File: src/rtl/bcd_pkg.sv
// Shared types and helpers for the serial binary-to-BCD converter.
package bcd_pkg;

  typedef enum logic [1:0] {
    IDLE  = 2'd0,
    SHIFT = 2'd1,
    DONE  = 2'd2
  } state_t;

  localparam logic [3:0] ADD3_THRESHOLD = 4'd5;

  function automatic logic digit_is_valid(input logic [3:0] d);
    return d <= 4'd9;
  endfunction

endpackage

File: src/rtl/bcd_digit_adjust.sv
// Double-dabble correction for one BCD digit: values of five or more get +3 before the shift.
module bcd_digit_adjust
  import bcd_pkg::*;
(
  input  logic [3:0] digit_in,
  output logic [3:0] digit_out
);

  assign digit_out = (digit_in >= ADD3_THRESHOLD) ? digit_in + 4'd3 : digit_in;

endmodule

File: src/rtl/bin_to_bcd_serial.sv
// Serial shift-and-add-3 binary-to-BCD converter with a per-digit blank mask.
// Build option: define LEADING_ZERO_BLANK_EN to blank leading zero digits (digit 0 never blanked).
module bin_to_bcd_serial
  import bcd_pkg::*;
#(
  parameter int BIN_W      = 16,
  parameter int NUM_DIGITS = 5
) (
  input  logic                    clock,
  input  logic                    reset,
  input  logic                    start,
  input  logic [BIN_W-1:0]        bin,
  output logic                    busy,
  output logic                    done,
  output logic [4*NUM_DIGITS-1:0] bcd,
  output logic [NUM_DIGITS-1:0]   blank,
  output state_t                  dbg_state
);

  // Handshake: start is sampled only while busy=0 (IDLE); the edge that sees it captures bin.
  // Starts during SHIFT/DONE are dropped. done pulses one cycle exactly when bcd/blank update.

  localparam int SCR_W = 4 * NUM_DIGITS;
  localparam int SR_W  = SCR_W + BIN_W;
  localparam int CNT_W = $clog2(BIN_W + 1);

  generate
    if (!((64'd10 ** NUM_DIGITS) > ((64'd1 << BIN_W) - 64'd1))) begin : g_width_check
      $error("bin_to_bcd_serial: NUM_DIGITS too small to hold 2**BIN_W-1");
    end
  endgenerate

  state_t           state_q;
  logic [SR_W-1:0]  sr_q;
  logic [SR_W-1:0]  sr_adj;
  logic [SR_W-1:0]  sr_next;
  logic [SCR_W-1:0] scr_adj;
  logic [SCR_W-1:0] scr_next;
  logic [NUM_DIGITS-1:0] blank_next;
  logic [CNT_W-1:0] cnt_q;
  logic             last_shift;

  generate
    for (genvar gi = 0; gi < NUM_DIGITS; gi++) begin : g_adj
      bcd_digit_adjust u_adj (
        .digit_in  (sr_q[BIN_W + 4*gi +: 4]),
        .digit_out (scr_adj[4*gi +: 4])
      );
    end
  endgenerate

  assign sr_adj     = {scr_adj, sr_q[BIN_W-1:0]};
  assign sr_next    = sr_adj << 1;
  assign scr_next   = sr_next[SR_W-1 -: SCR_W];
  assign last_shift = (cnt_q == CNT_W'(BIN_W - 1));

`ifdef LEADING_ZERO_BLANK_EN
  logic zero_above;
  always_comb begin
    blank_next = '0;
    zero_above = 1'b1;
    // Walk down from the top digit; a digit blanks only while everything above it is zero.
    for (int i = NUM_DIGITS - 1; i > 0; i--) begin
      zero_above    = zero_above && (scr_next[4*i +: 4] == 4'd0);
      blank_next[i] = zero_above;
    end
  end
`else
  assign blank_next = '0;
`endif

  always_ff @(posedge clock or posedge reset) begin
    if (reset) begin
      state_q <= IDLE;
      sr_q    <= '0;
      cnt_q   <= '0;
      busy    <= 1'b0;
      done    <= 1'b0;
      bcd     <= '0;
      blank   <= '0;
    end else begin
      case (state_q)
        IDLE: begin
          done <= 1'b0;
          if (start) begin
            sr_q    <= {{SCR_W{1'b0}}, bin};
            cnt_q   <= '0;
            state_q <= SHIFT;
            busy    <= 1'b1;
          end
        end
        SHIFT: begin
          sr_q  <= sr_next;
          cnt_q <= cnt_q + CNT_W'(1);
          // The final shift result goes straight to the outputs on the same edge.
          if (last_shift) begin
            state_q <= DONE;
            bcd     <= scr_next;
            blank   <= blank_next;
            done    <= 1'b1;
          end
        end
        DONE: begin
          done    <= 1'b0;
          busy    <= 1'b0;
          state_q <= IDLE;
        end
        default: begin
          done    <= 1'b0;
          busy    <= 1'b0;
          state_q <= IDLE;
        end
      endcase
    end
  end

  assign dbg_state = state_q;

endmodule
File: config.mk
export PLATFORM = sky130hd
export DESIGN_NAME = bin_to_bcd_serial
export DESIGN_NICKNAME = d
export VERILOG_FILES = /design/src/rtl/bcd_pkg.sv /design/src/rtl/bcd_digit_adjust.sv /design/src/rtl/bin_to_bcd_serial.sv
export SDC_FILE = /design/constraint.sdc
export NUM_CORES = 1
export LEC_CHECK = 0
export BUFFER_PORTS_ARGS = -buffer_cell sky130_fd_sc_hd__buf_2
export CELL_PAD_IN_SITES_DETAIL_PLACEMENT = 0
export CELL_PAD_IN_SITES_GLOBAL_PLACEMENT = 1
export CORE_MARGIN = 4
export CORE_UTILIZATION = 45
export CTS_BUF_LIST = sky130_fd_sc_hd__clkbuf_8
export DETAILED_ROUTE_END_ITERATION = 8
export PLACE_DENSITY_LB_ADDON = 0.25
export SLEW_MARGIN = 15
export SYNTH_ARGS = -nofsm -noshare
export SYNTH_HDL_FRONTEND = slang
export SYNTH_SLANG_ARGS = --single-unit
File: constraint.sdc
create_clock -name clock -period 2.5 [get_ports clock]
set_clock_uncertainty 0.05 [all_clocks]
set_input_delay 0.5 -clock clock [delete_from_list [all_inputs] [get_ports clock]]
set_output_delay 0.5 -clock clock [all_outputs]
set_load 0.05 [all_outputs]
==> impl_summary.md <==
Outcome
The run finished with clean final reports.

Global routing
The number of global-route vias before repair is 2335. The number of antenna violations at the first check in global routing is 0. The first global-routing pass estimated 11100 um of wire. The maximum number of pins on one net before global-route repair is 66. Global routing consumed, over all layers together, 16.3% of the routing resources. The total overflow left after global routing is 0.

STA
The period utilization is 81.2%. The final number of max-transition violations is 0. The measured slew at the worst slew-check pin is 0.784 ns. Headroom to the max-slew limit came out at 47.7%. The total negative slack for setup checks is 0 ns. Setup violations remaining at the end of the flow were counted as 0. Based on the critical path, the design can be clocked at up to 0.492 GHz. The shortest period the worst path allows is 2.03 ns. The total count of hold-check failures in the final report is 0. Setup repair after global routing left no endpoint under its margin.

Hold timing on the final database bottoms out at a slack of 0.177 ns.

Place
The instance area after placement is 3480 sq um. The last weighted congestion value of the routability-driven placer is 0.756. The number of buffers inserted by port buffering is 42. The detailed placer's ending HPWL is 4250 um.

Die
The number of top-level pins is 48. From left edge to right edge, the die measures 92.5 um. The floorplan step defined a die boundary enclosing 8560 sq um.

The die height is 92.5 um. The effective utilization at floorplan is 46.8%. The core area is 6870 sq um.

The count of standard-cell rows is 30.

Power and ir drop
The leakage power summed over all cells is 1.75 nW. The worst vdd rail ir drop is 0.473 mV. The power density normalized to cell area is 1350 nW/um^2.

The total power is 4.97 mW.

Synth
Synthesis instantiated 36 different standard cells from the library. The mean instance size in the synthesized netlist is 9.80 sq um. The predominant post-synthesis flop cell is dfrtp_1. Sequential cells were found to cover 50.6% of the synthesized design area. The post-synthesis cell count is 328. After synthesis, the share of flip-flops with an asynchronous set or reset is 100%. The count of flip-flops with a built-in enable after synthesis is 0. The number of register bits inferred by synthesis is 65.

The cell area after technology mapping is 3220 sq um. The number of warnings printed during yosys synthesis is 0.

Detailed routing
The final routed DRC violation total is 0. Dividing the detail-routed via count by the number of cells gives 5.16. The total number of vias is 2430. In this run, the number of DRC markers left after iteration 0 of detailed routing was 96.

The first detailed-routing pass took 4 iterations. The total length of routed wires is 6390 um. The average detailed-routed wire length per instance is 13.6 um.

The detail route stage leaves a number of antenna-violating nets equal to 0.

Setup path
In this run the worst path has a maximum fanout of 14. By startpoint and endpoint, the worst setup path is classified as flip-flop to output port. STA classifies the critical path startpoint as a flip-flop. The required time reported for the critical path endpoint is 1.95 ns. STA puts the critical path data arrival time at 1.48 ns. The endpoint class of the critical path is an output port.

Layout
The post-route standard cell area excluding fillers is 3670 sq um. The library cells used most frequently in the layout, excluding fill and tap cells, are 65 x dfrtp_1, 44 x nand2_1, 42 x buf_2. Of the cells placed in the final design, the portion with a size suffix greater than 1 is 20.5%. The commonest non-fill, non-tap cell in the layout is dfrtp_1. Relative to the synthesized area, the layout overhead comes to 14.0%.

The layout has 653 filler cells. The number of diodes is 0. The number of nets in the final layout is 401.

The utilization after layout is 53.4%.

CTS
The clock latency on the worst-skew pair is 0.33 ns. The maximum root-to-sink buffer count is 2. The clock net in this run drives a total of 65 sinks. In this run the number of H-tree levels came out at 3.

Post-CTS repair changed the size of 0 cells. Clock tree synthesis inserted a total of 9 buffers. After clock tree synthesis, the clock-pin slew on the worst setup and hold paths is 0.07 ns. TritonCTS built the clock tree. Buffers inserted to repair hold after CTS numbered 0. Once the clock tree was built, the setup fixing pass inserted 0 buffers. The root buffer cell chosen for the clock tree is clkbuf_8.

Hold path
The class of the worst hold path is input port to async pin.

Flow run
The max-cap violation count is 0.
## Yosys cell counts (6+ instances only)
| library cell | number | area (sq um) |
|---|---|---|
| a22oi_1 | 8 | 60.1 |
| nor3_1 | 6 | 30.0 |
| o21ai_0 | 32 | 160 |
| nand2_1 | 44 | 165 |
| nor2_1 | 8 | 30.0 |
| inv_1 | 13 | 48.8 |
| buf_2 | 10 | 50.1 |
| nor2b_1 | 9 | 56.3 |
| ha_1 | 12 | 150 |
| nor3b_1 | 9 | 67.6 |
| dfrtp_1 | 65 | 1630 |
| o21ai_1 | 30 | 150 |
| a21oi_1 | 23 | 115 |
| nand2b_1 | 8 | 50.1 |
| and3b_1 | 7 | 61.3 |
## per-layer routing
| layer | part of all wire [%] | routed length (um) | global-route usage [%] | vias to the layer above |
|---|---|---|---|---|
| li1 | - | - | - | 1206 |
| met1 | 47 | 3000 | 20.9 | 1158 |
| met2 | 47 | 2990 | 26.3 | 57 |
| met3 | 4.8 | 305 | 4.22 | 9 |
| met4 | 1.5 | 95 | 6.31 | 0 |
| met5 | 0 | 0 | 0 | - |
## state kept, by name, indices dropped and copies added (netlist names)
name / flops
done: 1
dbg_state: 2
sr_q: 36
busy: 1
bcd: 20
cnt_q: 5
## final timing paths
check / from / end / slack (ns) / depth (start not counted)
setup / recovery: dbg_state[1] / dbg_state[1] / 0.47 / 2
hold / removal: reset / bcd[0] / 0.18 / 3
setup reg to reg: cnt_q[0] / bcd[0] / 0.68 / 5
hold reg to reg: bcd[4] / bcd[4] / 0.43 / 2
max in group asynchronous: reset / sr_q[21] / 1.94 / 3
min in group clock: bin[3] / sr_q[3] / 0.38 / 3
## cell families after synthesis
kind of cell,count (synthesis),synth area share [%]
compound gates,107,18.9
simple gates,96,15.8
flops,65,50.6
buf+inv,36,6.26
fa+ha+maj,12,4.67
mux,6,2.22
xor+xnor,5,1.36
other cells,1,0.117
## area by class of cell
class / instances / area [sq um] / area share, %
Tap cell: 96 / 120 / 3.28
Sequential cell: 65 / 1630 / 44.4
Multi-Input combinational cell: 231 / 1400 / 38.3
Inverter: 14 / 52.6 / 1.43
Timing Repair Buffer: 49 / 275 / 7.51
Clock inverter: 6 / 51.3 / 1.40
Clock buffer: 10 / 138 / 3.75
## per-stage QoR
step,cells,setup WS (ns)
4_1_cts,471,0.455
6_report,471,0.469
3_5_place_dp,455,0.598
3_3_place_gp,455,0.632
2_1_floorplan,332,0.324
5_1_grt,471,0.390
## power breakdown
group	internal, mW	total (mW)	switching [mW]
clock network	0.474	0.857	0.384
registers	1.50	1.85	0.348
logic	0.785	2.26	1.47
total	2.76	4.97	2.20
## worst max-delay path: stages, from the launching register on
cell and delay (ns):
dfrtp_1 0.61, buf_4 0.26, buf_2 0.28
Note: power is estimated with default switching activity, not from simulation.
